--- config.mk ---
export PLATFORM = sky130hd
export DESIGN_NAME = bert_rx_controller
export DESIGN_NICKNAME = d
export VERILOG_FILES = /design/src/rtl/bert_pkg.sv /design/src/rtl/bert_sat_counter.sv /design/src/rtl/bert_rx_controller.sv
export SDC_FILE = /design/constraint.sdc
export NUM_CORES = 1
export LEC_CHECK = 0
export CAP_MARGIN = 0
export CORE_ASPECT_RATIO = 1.1
export CORE_MARGIN = 2
export CORE_UTILIZATION = 55
export DETAILED_ROUTE_END_ITERATION = 8
export DONT_BUFFER_PORTS = 1
export PLACE_DENSITY = 0.69
export SLEW_MARGIN = 30
export SYNTH_ARGS = -nofsm -noshare
export SYNTH_HDL_FRONTEND = slang
export SYNTH_HIERARCHICAL = 1
export SYNTH_SLANG_ARGS = --single-unit
--- constraint.sdc ---
create_clock -name clk -period 6.6 [get_ports clk]
set_input_delay 0.66 -clock clk [delete_from_list [all_inputs] [get_ports clk]]
set_output_delay 0.66 -clock clk [all_outputs]
set_load 0.01 [all_outputs]
--- src/rtl/bert_pkg.sv ---
// -----------------------------------------------------------------------------
// bert_pkg
// Shared types and constants for the GTX BERT receive-lane sequencer.
//   bert_state_t    : sequencer state encoding (also exported on the debug port)
//   LOCK_BLOCK_LEN  : block length used by the optional lock detector
//   LOCK_ERR_THRESH : errored cycles per block above which lock is lost
//   timer_width()   : width of a down-counter able to hold the largest load
// -----------------------------------------------------------------------------
package bert_pkg;

  typedef enum logic [2:0] {
    IDLE      = 3'd0,
    RESET     = 3'd1,
    WAIT_DONE = 3'd2,
    SETTLE    = 3'd3,
    MEASURE   = 3'd4,
    FAULT     = 3'd5
  } bert_state_t;

  localparam int LOCK_BLOCK_LEN  = 256;
  localparam int LOCK_ERR_THRESH = 64;

  // One spare bit so that a load of exactly 2**n - 1 always fits.
  function automatic int timer_width(input int a, input int b, input int c);
    int m;
    m = a;
    if (b > m) m = b;
    if (c > m) m = c;
    return $clog2(m) + 1;
  endfunction

endpackage

--- src/rtl/bert_sat_counter.sv ---
// -----------------------------------------------------------------------------
// bert_sat_counter
// Up-counter that sticks at all-ones instead of wrapping.
//   clk   : clock
//   rst   : synchronous active-high reset, count -> 0
//   clear : synchronous clear, count -> 0 (wins over en)
//   en    : increment by one this cycle (ignored once saturated)
//   count : current value
//   sat   : count is all-ones; stays high until clear/rst since count holds
// -----------------------------------------------------------------------------
module bert_sat_counter
  import bert_pkg::*;
#(
  parameter int WIDTH = 32
) (
  input  logic             clk,
  input  logic             rst,
  input  logic             clear,
  input  logic             en,
  output logic [WIDTH-1:0] count,
  output logic             sat
);

  logic [WIDTH-1:0] count_reg;

  always_ff @(posedge clk) begin
    if (rst || clear) begin
      count_reg <= '0;
    end else if (en && !(&count_reg)) begin
      count_reg <= count_reg + WIDTH'(1);
    end
  end

  assign count = count_reg;
  assign sat   = &count_reg;

endmodule

--- src/rtl/bert_rx_controller.sv ---
// -----------------------------------------------------------------------------
// bert_rx_controller
// Sequencer for one GTX BERT receive lane: pulses gtrxreset, waits for a fresh
// rxresetdone, lets the PRBS checker settle, then integrates rxprbserr over a
// programmable window of clk cycles.
//
// Ports:
//   clk, rst        : RX user clock, synchronous active-high reset
//   start, abort    : one-cycle control pulses (abort wins over start)
//   window          : integration length, 0 = run until abort (sampled on start)
//   rx_reset_done   : GTX rxresetdone
//   prbs_err        : GTX rxprbserr (already registered)
//   gt_rx_reset     : drives gtrxreset
//   prbs_cnt_reset  : drives rxprbscntreset (final settle cycle)
//   busy, done      : not idle / one-cycle window-complete pulse
//   fault           : sticky rxresetdone timeout, cleared by start
//   state           : encoded state for debug
//   cycle_count     : integrated cycles (saturating)
//   err_count       : errored cycles (saturating), err_sat when all-ones
//   lock_lost, prbs_locked : only with BERT_LOCK_DETECT_EN defined
//
// Build option: define BERT_LOCK_DETECT_EN to add the 256-cycle block lock
// detector, which drops back to SETTLE when a block has more than 64 errors.
// -----------------------------------------------------------------------------
module bert_rx_controller
  import bert_pkg::*;
#(
  parameter int RESET_CYCLES   = 32,
  parameter int TIMEOUT_CYCLES = 65536,
  parameter int SETTLE_CYCLES  = 1024,
  parameter int CYCLE_WIDTH    = 48,
  parameter int ERR_WIDTH      = 32
) (
  input  logic                   clk,
  input  logic                   rst,
  input  logic                   start,
  input  logic                   abort,
  input  logic [CYCLE_WIDTH-1:0] window,
  input  logic                   rx_reset_done,
  input  logic                   prbs_err,
  output logic                   gt_rx_reset,
  output logic                   prbs_cnt_reset,
  output logic                   busy,
  output logic                   done,
  output logic                   fault,
  output logic [2:0]             state,
  output logic [CYCLE_WIDTH-1:0] cycle_count,
  output logic [ERR_WIDTH-1:0]   err_count,
  output logic                   err_sat
`ifdef BERT_LOCK_DETECT_EN
  ,
  output logic                   lock_lost,
  output logic                   prbs_locked
`endif
);

  localparam int TIMER_W = timer_width(RESET_CYCLES, TIMEOUT_CYCLES, SETTLE_CYCLES);
  localparam logic [TIMER_W-1:0] RESET_LOAD   = TIMER_W'(RESET_CYCLES - 1);
  localparam logic [TIMER_W-1:0] TIMEOUT_LOAD = TIMER_W'(TIMEOUT_CYCLES - 1);
  localparam logic [TIMER_W-1:0] SETTLE_LOAD  = TIMER_W'(SETTLE_CYCLES - 1);

  bert_state_t            state_reg, state_next;
  logic [TIMER_W-1:0]     timer_reg, timer_next;
  logic                   seen_low_reg, seen_low_next;
  logic                   done_reg, done_next;
  logic                   fault_reg, fault_next;
  logic [CYCLE_WIDTH-1:0] window_reg, window_next;

  logic                   cnt_clear;
  logic                   cyc_en;
  logic                   err_en;
  logic                   cycle_sat;
  logic                   window_hit;

`ifdef BERT_LOCK_DETECT_EN
  localparam int BLK_W = $clog2(LOCK_BLOCK_LEN);
  logic [BLK_W-1:0] blk_cnt_reg, blk_cnt_next;
  logic [BLK_W:0]   blk_err_reg, blk_err_next, blk_err_sum;
  logic             lock_lost_reg, lock_lost_next;
  logic             blk_ok_reg, blk_ok_next;

  assign blk_err_sum = blk_err_reg + {{BLK_W{1'b0}}, prbs_err};
`endif

  // This cycle's increment is the one that brings cycle_count up to window.
  assign window_hit = (window_reg != '0) && !cycle_sat &&
                      (cycle_count == window_reg - CYCLE_WIDTH'(1));

  always_comb begin
    state_next    = state_reg;
    timer_next    = timer_reg;
    seen_low_next = seen_low_reg;
    done_next     = 1'b0;
    fault_next    = fault_reg;
    window_next   = window_reg;
    cnt_clear     = 1'b0;
    cyc_en        = 1'b0;
    err_en        = 1'b0;
`ifdef BERT_LOCK_DETECT_EN
    blk_cnt_next   = blk_cnt_reg;
    blk_err_next   = blk_err_reg;
    lock_lost_next = lock_lost_reg;
    blk_ok_next    = blk_ok_reg;
`endif

    if (abort) begin
      // Abort beats start and window completion; the abort cycle is not counted.
      state_next = IDLE;
    end else if (start) begin
      state_next  = RESET;
      timer_next  = RESET_LOAD;
      fault_next  = 1'b0;
      window_next = window;
      cnt_clear   = 1'b1;
`ifdef BERT_LOCK_DETECT_EN
      lock_lost_next = 1'b0;
`endif
    end else begin
      case (state_reg)
        IDLE: ;

        RESET: begin
          if (timer_reg == '0) begin
            state_next    = WAIT_DONE;
            timer_next    = TIMEOUT_LOAD;
            seen_low_next = 1'b0;
          end else begin
            timer_next = timer_reg - TIMER_W'(1);
          end
        end

        WAIT_DONE: begin
          // A level that was already high when the reset released is stale:
          // only a rising of rxresetdone after a seen-low counts.
          seen_low_next = seen_low_reg | ~rx_reset_done;
          if (rx_reset_done && seen_low_reg) begin
            state_next = SETTLE;
            timer_next = SETTLE_LOAD;
          end else if (timer_reg == '0) begin
            state_next = FAULT;
            fault_next = 1'b1;
          end else begin
            timer_next = timer_reg - TIMER_W'(1);
          end
        end

        SETTLE: begin
          if (timer_reg == '0) begin
            state_next = MEASURE;
`ifdef BERT_LOCK_DETECT_EN
            blk_cnt_next = '0;
            blk_err_next = '0;
            blk_ok_next  = 1'b0;
`endif
          end else begin
            timer_next = timer_reg - TIMER_W'(1);
          end
        end

        MEASURE: begin
          if (!rx_reset_done) begin
            // Link dropped: wait for it again without re-issuing gtrxreset.
            // The drop itself is the required low observation.
            state_next    = WAIT_DONE;
            timer_next    = TIMEOUT_LOAD;
            seen_low_next = 1'b1;
          end else begin
            cyc_en = 1'b1;
            err_en = prbs_err;
`ifdef BERT_LOCK_DETECT_EN
            blk_cnt_next = blk_cnt_reg + BLK_W'(1);
            blk_err_next = blk_err_sum;
            if (blk_cnt_reg == BLK_W'(LOCK_BLOCK_LEN - 1)) begin
              blk_err_next = '0;
              if (blk_err_sum > (BLK_W + 1)'(LOCK_ERR_THRESH)) begin
                lock_lost_next = 1'b1;
                blk_ok_next    = 1'b0;
                state_next     = SETTLE;
                timer_next     = SETTLE_LOAD;
              end else begin
                blk_ok_next = 1'b1;
              end
            end
`endif
            // Window completion overrides a coincident lock loss.
            if (window_hit) begin
              state_next = IDLE;
              done_next  = 1'b1;
            end
          end
        end

        FAULT: state_next = IDLE;

        default: state_next = IDLE;
      endcase
    end
  end

  always_ff @(posedge clk) begin
    if (rst) begin
      state_reg    <= IDLE;
      timer_reg    <= '0;
      seen_low_reg <= 1'b0;
      done_reg     <= 1'b0;
      fault_reg    <= 1'b0;
      window_reg   <= '0;
    end else begin
      state_reg    <= state_next;
      timer_reg    <= timer_next;
      seen_low_reg <= seen_low_next;
      done_reg     <= done_next;
      fault_reg    <= fault_next;
      window_reg   <= window_next;
    end
  end

`ifdef BERT_LOCK_DETECT_EN
  always_ff @(posedge clk) begin
    if (rst) begin
      blk_cnt_reg   <= '0;
      blk_err_reg   <= '0;
      lock_lost_reg <= 1'b0;
      blk_ok_reg    <= 1'b0;
    end else begin
      blk_cnt_reg   <= blk_cnt_next;
      blk_err_reg   <= blk_err_next;
      lock_lost_reg <= lock_lost_next;
      blk_ok_reg    <= blk_ok_next;
    end
  end

  assign lock_lost   = lock_lost_reg;
  assign prbs_locked = (state_reg == MEASURE) && blk_ok_reg;
`endif

  bert_sat_counter #(.WIDTH(CYCLE_WIDTH)) u_cycle_cnt (
    .clk   (clk),
    .rst   (rst),
    .clear (cnt_clear),
    .en    (cyc_en),
    .count (cycle_count),
    .sat   (cycle_sat)
  );

  bert_sat_counter #(.WIDTH(ERR_WIDTH)) u_err_cnt (
    .clk   (clk),
    .rst   (rst),
    .clear (cnt_clear),
    .en    (err_en),
    .count (err_count),
    .sat   (err_sat)
  );

  assign gt_rx_reset    = (state_reg == RESET);
  assign prbs_cnt_reset = (state_reg == SETTLE) && (timer_reg == '0);
  assign busy           = (state_reg != IDLE);
  assign done           = done_reg;
  assign fault          = fault_reg;
  assign state          = state_reg;

endmodule

# ---- Word-level counts from Yosys, hierarchy flattened
# Cells that the tools add are included.
dict set report op_classes {
  n_reduce_logical 28
  n_bitwise 6
  n_eq_ne 17
  add_sub_neg 4
  n_mux 32
}
# op count
set ops {}
lappend ops {{two-way mux 17 bit} 5}
lappend ops {{case mux 17 bit (4 select lines)} 1}
lappend ops {{adder 48 x 1 -> 48 bit, second input constant} 1}
lappend ops {{== test 48 bit} 1}
lappend ops {{AND reduction 48 bit} 1}
lappend ops {{nonzero test 48 bit} 1}
lappend ops {{subtractor 48 x 1 -> 48 bit, second input constant} 1}
lappend ops {{adder 32 x 1 -> 32 bit, second input constant} 1}
lappend ops {{AND reduction 32 bit} 1}
lappend ops {{two-way mux 1 bit} 18}
lappend ops {{two-way mux 3 bit} 6}
lappend ops {{logical NOT 17 bit} 1}
lappend ops {{subtractor 17 x 1 -> 17 bit, second input constant} 1}
lappend ops {{case mux 3 bit (5 select lines)} 1}
lappend ops {{AND reduction 5 bit} 3}
lappend ops {{inequality test 3 bit, second input constant} 4}
lappend ops {{inequality test 2 bit, second input constant} 4}
lappend ops {{inequality test 4 bit, second input constant} 2}
lappend ops {{== test 3 x 2 -> 1 bit, second input constant} 2}
lappend ops {{logical AND 1 bit} 6}
lappend ops {{nonzero test 3 bit} 2}
lappend ops {{NOT 1 bit} 5}
lappend ops {{nonzero test 5 bit} 1}
lappend ops {{OR reduction 5 bit} 1}
lappend ops {{other kinds (15)} 17}
dict set report totals {
  regBits 151
  word_cells 96
}

# ---- Depth between registers and ports, before layout
dict set report logic_depth {
  ltp_word 8
  mapped_depth 15
}

# ---- Hierarchy
# Netlist, hierarchy kept.
# mod area_each_um2 cells_per_inst instances seq_area_each_um2
set modules_own_cells {}
lappend modules_own_cells {bert_rx_controller 4852.2 681 1 1421.4}
lappend modules_own_cells {{bert_sat_counter (u_cycle_cnt)} 2421.1 297 1 960.9}
lappend modules_own_cells {{bert_sat_counter (u_err_cnt)} 1640.3 194 1 640.6}

# ---- Worst setup path before layout
# No wires, ideal clock.
dict set report synth_timing {
  kind {register -> output}
  start {register timer_reg[0]}
  end {output port prbs_cnt_reset}
  required_time_ps 5940
  path_buffers 3
  stages_incl_launch_ff 12
  slack_ps 3065
  t_arrival_ps 2875
  cell_sequence {dfxtp_1 inv_1 ha_1 or3b_1 or4_1 clkbuf_1 or3_1 clkbuf_1 or4_1 clkbuf_1 nor2_1 and2_1}
}
dict set report synth_between {
  elab_chain_cells 2
}
# element line_no
set synth_rtl {}
lappend synth_rtl {{from (decl)} bert_rx_controller.sv:63} ;# logic [TIMER_W-1:0] timer_reg, timer_next;
lappend synth_rtl {{from (signal assigned)} bert_rx_controller.sv:210} ;# timer_reg <= timer_next;
lappend synth_rtl {{logical NOT 17 bit} bert_rx_controller.sv:256} ;# assign prbs_cnt_reset = (state_reg == SETTLE) && (timer_reg == '0);
lappend synth_rtl {{logical AND 1 bit} bert_rx_controller.sv:256}
lappend synth_rtl {{to (decl)} bert_rx_controller.sv:42} ;# output logic prbs_cnt_reset,
# No other way between the ends.

# ---- Worst setup path after layout
dict set report layout_timing {
  start {register timer_reg[1]}
  end {output port prbs_cnt_reset}
}
# The elaborated chain is that of the path after synthesis.

==> key figures <==
Power and ir drop
  • Peak VDD IR: 0.000159 V
  • Pleak: around 3.2 nW
  • PD cells: ~230 nW/um^2
  • PnR Total Power: 0.00224 W

Floorplanning
  • Die Span X: approximately 130 microns
  • Num rows: 48
  • Initial Util: a little under three fifths
  • Die H: between 100 and 150 microns
  • Top-level I/O count: between 100 and 150
  • Die footprint: 17,200 sq um
  • Total core area: 15,800 sq um

STA
  • Worst-Margin Slew: roughly 0.95 ns
  • Setup_tns: 0 ns
  • Hold Fails Final Rpt: 0
  • Worst clock skew: 0.00910 ns
  • F_max: between 0.2 and 0.25 GHz
  • Max-slew violations: 0
  • RSZ-0062 raised after global routing: false
  • Slew margin rel.: between 30 and 40%
  • Final period utilization: between 60% and 70%
  • Final setup fails: 0
  • Min Tclk post-route: a little over 4 ns

Synth
  • Synth top area cells: dfxtp_1 (34%), a21oi_1 (7.4%), nand2_1 (7.1%)
  • Yosys top cell area share: approximately 34%
  • Register bit total from synthesis: approximately 150
  • Post-Syn Area: ~8900 sq um
  • Avg Synthesized Cell Area: 7.61 sq um
  • Ys flop type: dfxtp_1
  • Gate Count Post-Synth: approximately 1,200
  • Sequential fraction of the synthesis area: between 30% and 40%
  • Area leader, netlist: dfxtp_1
  • Syn nets: roughly 1,200
  • Post-synth EDFFs: 0
  • Post-synthesis cell type count: 75
  • YS warnings: 6
  • Synth async-reset ratio: 0%

Critical path
  • Setup crit end kind: output pin
  • CP max stage cell: or4_1
  • CP peak stage delay: ~0.64 ns
  • Top delay family on crit path: simple AND/OR/NAND/NOR gates
  • RR Startpoint: window_reg[0]
  • Worst path cell trace: inv_1 > ha_1 > or3b_1 > or4_1 > or3_1 > or4_1 > nor2_1 > and2_1
  • CP Launch Type: flip-flop
  • Crit path required time: about 6 ns
  • R2R Path End: state[2]
  • Worst path bufs/invs: 1
  • Most frequent CP cell: or4_1
  • Crit Path Max Fanout: 6
  • Crit path arrival time: 3.49 ns
  • Crit path kind: reg -> out
  • R2r setup slk: around 2.8 ns
  • R2R depth: 11

Placement
  • Area after DPL: roughly 9000 sq um
  • Buffers added on ports: 0
  • Placer Congestion: 0.950
  • Dpl hpwl: approximately 18,000 microns

Detailed routing
  • Vias per cell: 6.25
  • Routed via count: roughly 8,500
  • Wire length per cell: ~18 microns
  • Routed Antenna Nets: 0
  • DR iter-0 viols: roughly 640
  • Initial DRT Pass Iterations: 5
  • WL final: 24,800 microns
  • Remaining DRCs: 0

Clock tree
  • H-tree depth: 4
  • # resized after CTS: 0
  • Post-CTS Setup Inserts: 0
  • Clk sinks: about 150
  • Clk Latency, worst-skew pair: between 0.4 and 0.5 ns
  • Worst-path clk slew: ~0.060 ns
  • CTS max path bufs: 2
  • Hold_buf cts: 0
  • Root Driver: clkbuf_16
  • CTS tree: built
  • Cts bufs inserted: 17

Cells and area
  • Nets@finish: 1,201
  • Filler cells: about 1,500
  • Reg area: roughly 3000 sq um
  • Area occupied by multi-input gates: approximately 5600 sq um
  • Post-route cell area: 9580 sq um
  • Ant diodes: 0
  • Syn-to-layout area delta: 7.47%
  • Share of cells above drive strength 1: ~6.4%

Run status
  • Outcome: completed

Global route
  • Largest net degree at the start of global routing: 76
  • Tot GR Track Use: roughly 29%
  • Number of antenna violations at the first check in global routing: 0
  • First-pass GRT wire length: 40,000 microns
  • GRT overflow: 0
  • Vias in the first global route: ~7,700

Worst hold path
  • Hold Path Depth: 1
  • Hold crit path type: in -> reg
  • Hold_sp: abort
  • Hold EP: state[0]

Job
  • Max-cap violations: 0
[layout make-up]
cell class / count / area share, %
Clock buffer: 18 / 4.48
Clock inverter: 14 / 1.79
Inverter: 18 / 0.705
Multi-Input combinational cell: 945 / 58.2
Sequential cell: 151 / 31.6
Tap cell: 200 / 2.61
Timing Repair Buffer: 8 / 0.627
[worst register-to-register path, stage by stage (launching register included)]
cell and delay (ns):
dfxtp_1 0.36, inv_1 0.12, ha_1 0.24, nor3b_1 0.79
nand4_1 0.52, nor4_1 0.47, xnor2_1 0.17, nand4_1 0.14
nor4_1 0.39, nand4_1 0.19, o211ai_1 0.21, a21oi_1 0.09
[power breakdown]
part | switching, W | internal, W
sequential | 0.0000274 | 0.000929
combinational | 0.000169 | 0.000107
clock | 0.000406 | 0.000598
total | 0.000602 | 0.00163
[cells by family (layout without fill, tap and decap cells)]
| group | after synthesis | in the layout | synth area share, % |
|---|---|---|---|
| flops | 151 | 151 | 33.9 |
| xor+xnor | 102 | 102 | 10.0 |
| buf+inv | 76 | 58 | 3.59 |
| fa+ha+maj | 6 | 6 | 0.842 |
| mux | 5 | 5 | 0.562 |
| compound gates | 259 | 259 | 16.8 |
| simple gates | 573 | 573 | 34.2 |
[cells in the mapped netlist (all sizes together) (3+ instances only)]
cell,n
nor2,88
or3b,4
mux2i,5
nor4,32
nor3b,8
nor2b,3
o31ai,19
a31oi,4
xnor2,50
and3,13
xor2,52
clkbuf,45
ha,6
or4,29
dfxtp,151
nand2b,5
nand4,40
and2,10
o211ai,12
buf,13
inv,18
a2111oi,4
nand2,168
nand3b,4
o21ai,64
o311ai,3
a21oi,132
nor3,46
or4b,3
o21a,3
and4,10
nand3,36
or3,53
o2111ai,4
or2,15
[metal layers]
metal / vias to the layer above / GRT usage (%) / share of wire, %
li1: 4210 / - / -
met1: 3941 / 37.5 / 44
met2: 262 / 45.6 / 46
met3: 44 / 8.04 / 6.9
met4: 0 / 11.0 / 2.3
met5: - / 0 / 0
[worst max-delay path by stage]
| stage | start | endpoint | slack, ns | cells after the start |
|---|---|---|---|---|
| final | timer_reg[1] | prbs_cnt_reset | 2.45 | 8 |
| after global routing | timer_reg[1] | prbs_cnt_reset | 2.27 | 8 |
| after CTS | timer_reg[1] | prbs_cnt_reset | 2.44 | 8 |
| after detailed placement | timer_reg[1] | prbs_cnt_reset | 2.92 | 8 |
| after global placement | timer_reg[0] | prbs_cnt_reset | 2.97 | 8 |
| after floorplan | timer_reg[0] | prbs_cnt_reset | 3.07 | 11 |
[stage by stage]
step / worst slack (ns) / instances / util, % / hold WS (ns)
final: 2.45 / 1354 / 60.6 / 0.302
after global routing: 2.27 / 1354 / 60.6 / 0.292
after CTS: 2.44 / 1354 / 60.6 / 0.284
after detailed placement: 2.92 / 1322 / 56.8 / 0.438
after global placement: 2.97 / 1322 / 56.8 / 0.433
after floorplan: 3.07 / 1172 / - / 0.427
[cells in the final DEF (no fill, tap or decap), types with 4 or more instances in the layout]
cell type  Yosys  final
or3_1         51     51
mux2i_1        5      5
dfxtp_1      151    151
o21ai_1        6      6
inv_6          0      4
nand3_1       36     36
a21oi_1      132    132
nor4_1        29     29
nand2_1      168    168
nor3b_1        6      6
and3_1        13     13
nor2_1        88     88
o2111ai_1      4      4
o211ai_1      11     11
and4_1         8      8
buf_4          0      8
o21ai_0       57     57
nand2b_1       5      4
ha_1           6      6
nor3_1        46     46
nand3b_1       4      4
or2_2         11     11
nand4_1       37     37
clkbuf_16      0     17
and2_1         9      9
o31ai_1       18     17
xor2_1        52     52
inv_1         17     17
or4_1         27     27
xnor2_1       50     50
a31oi_1        4      4
(Power assumes the default switching activity.)
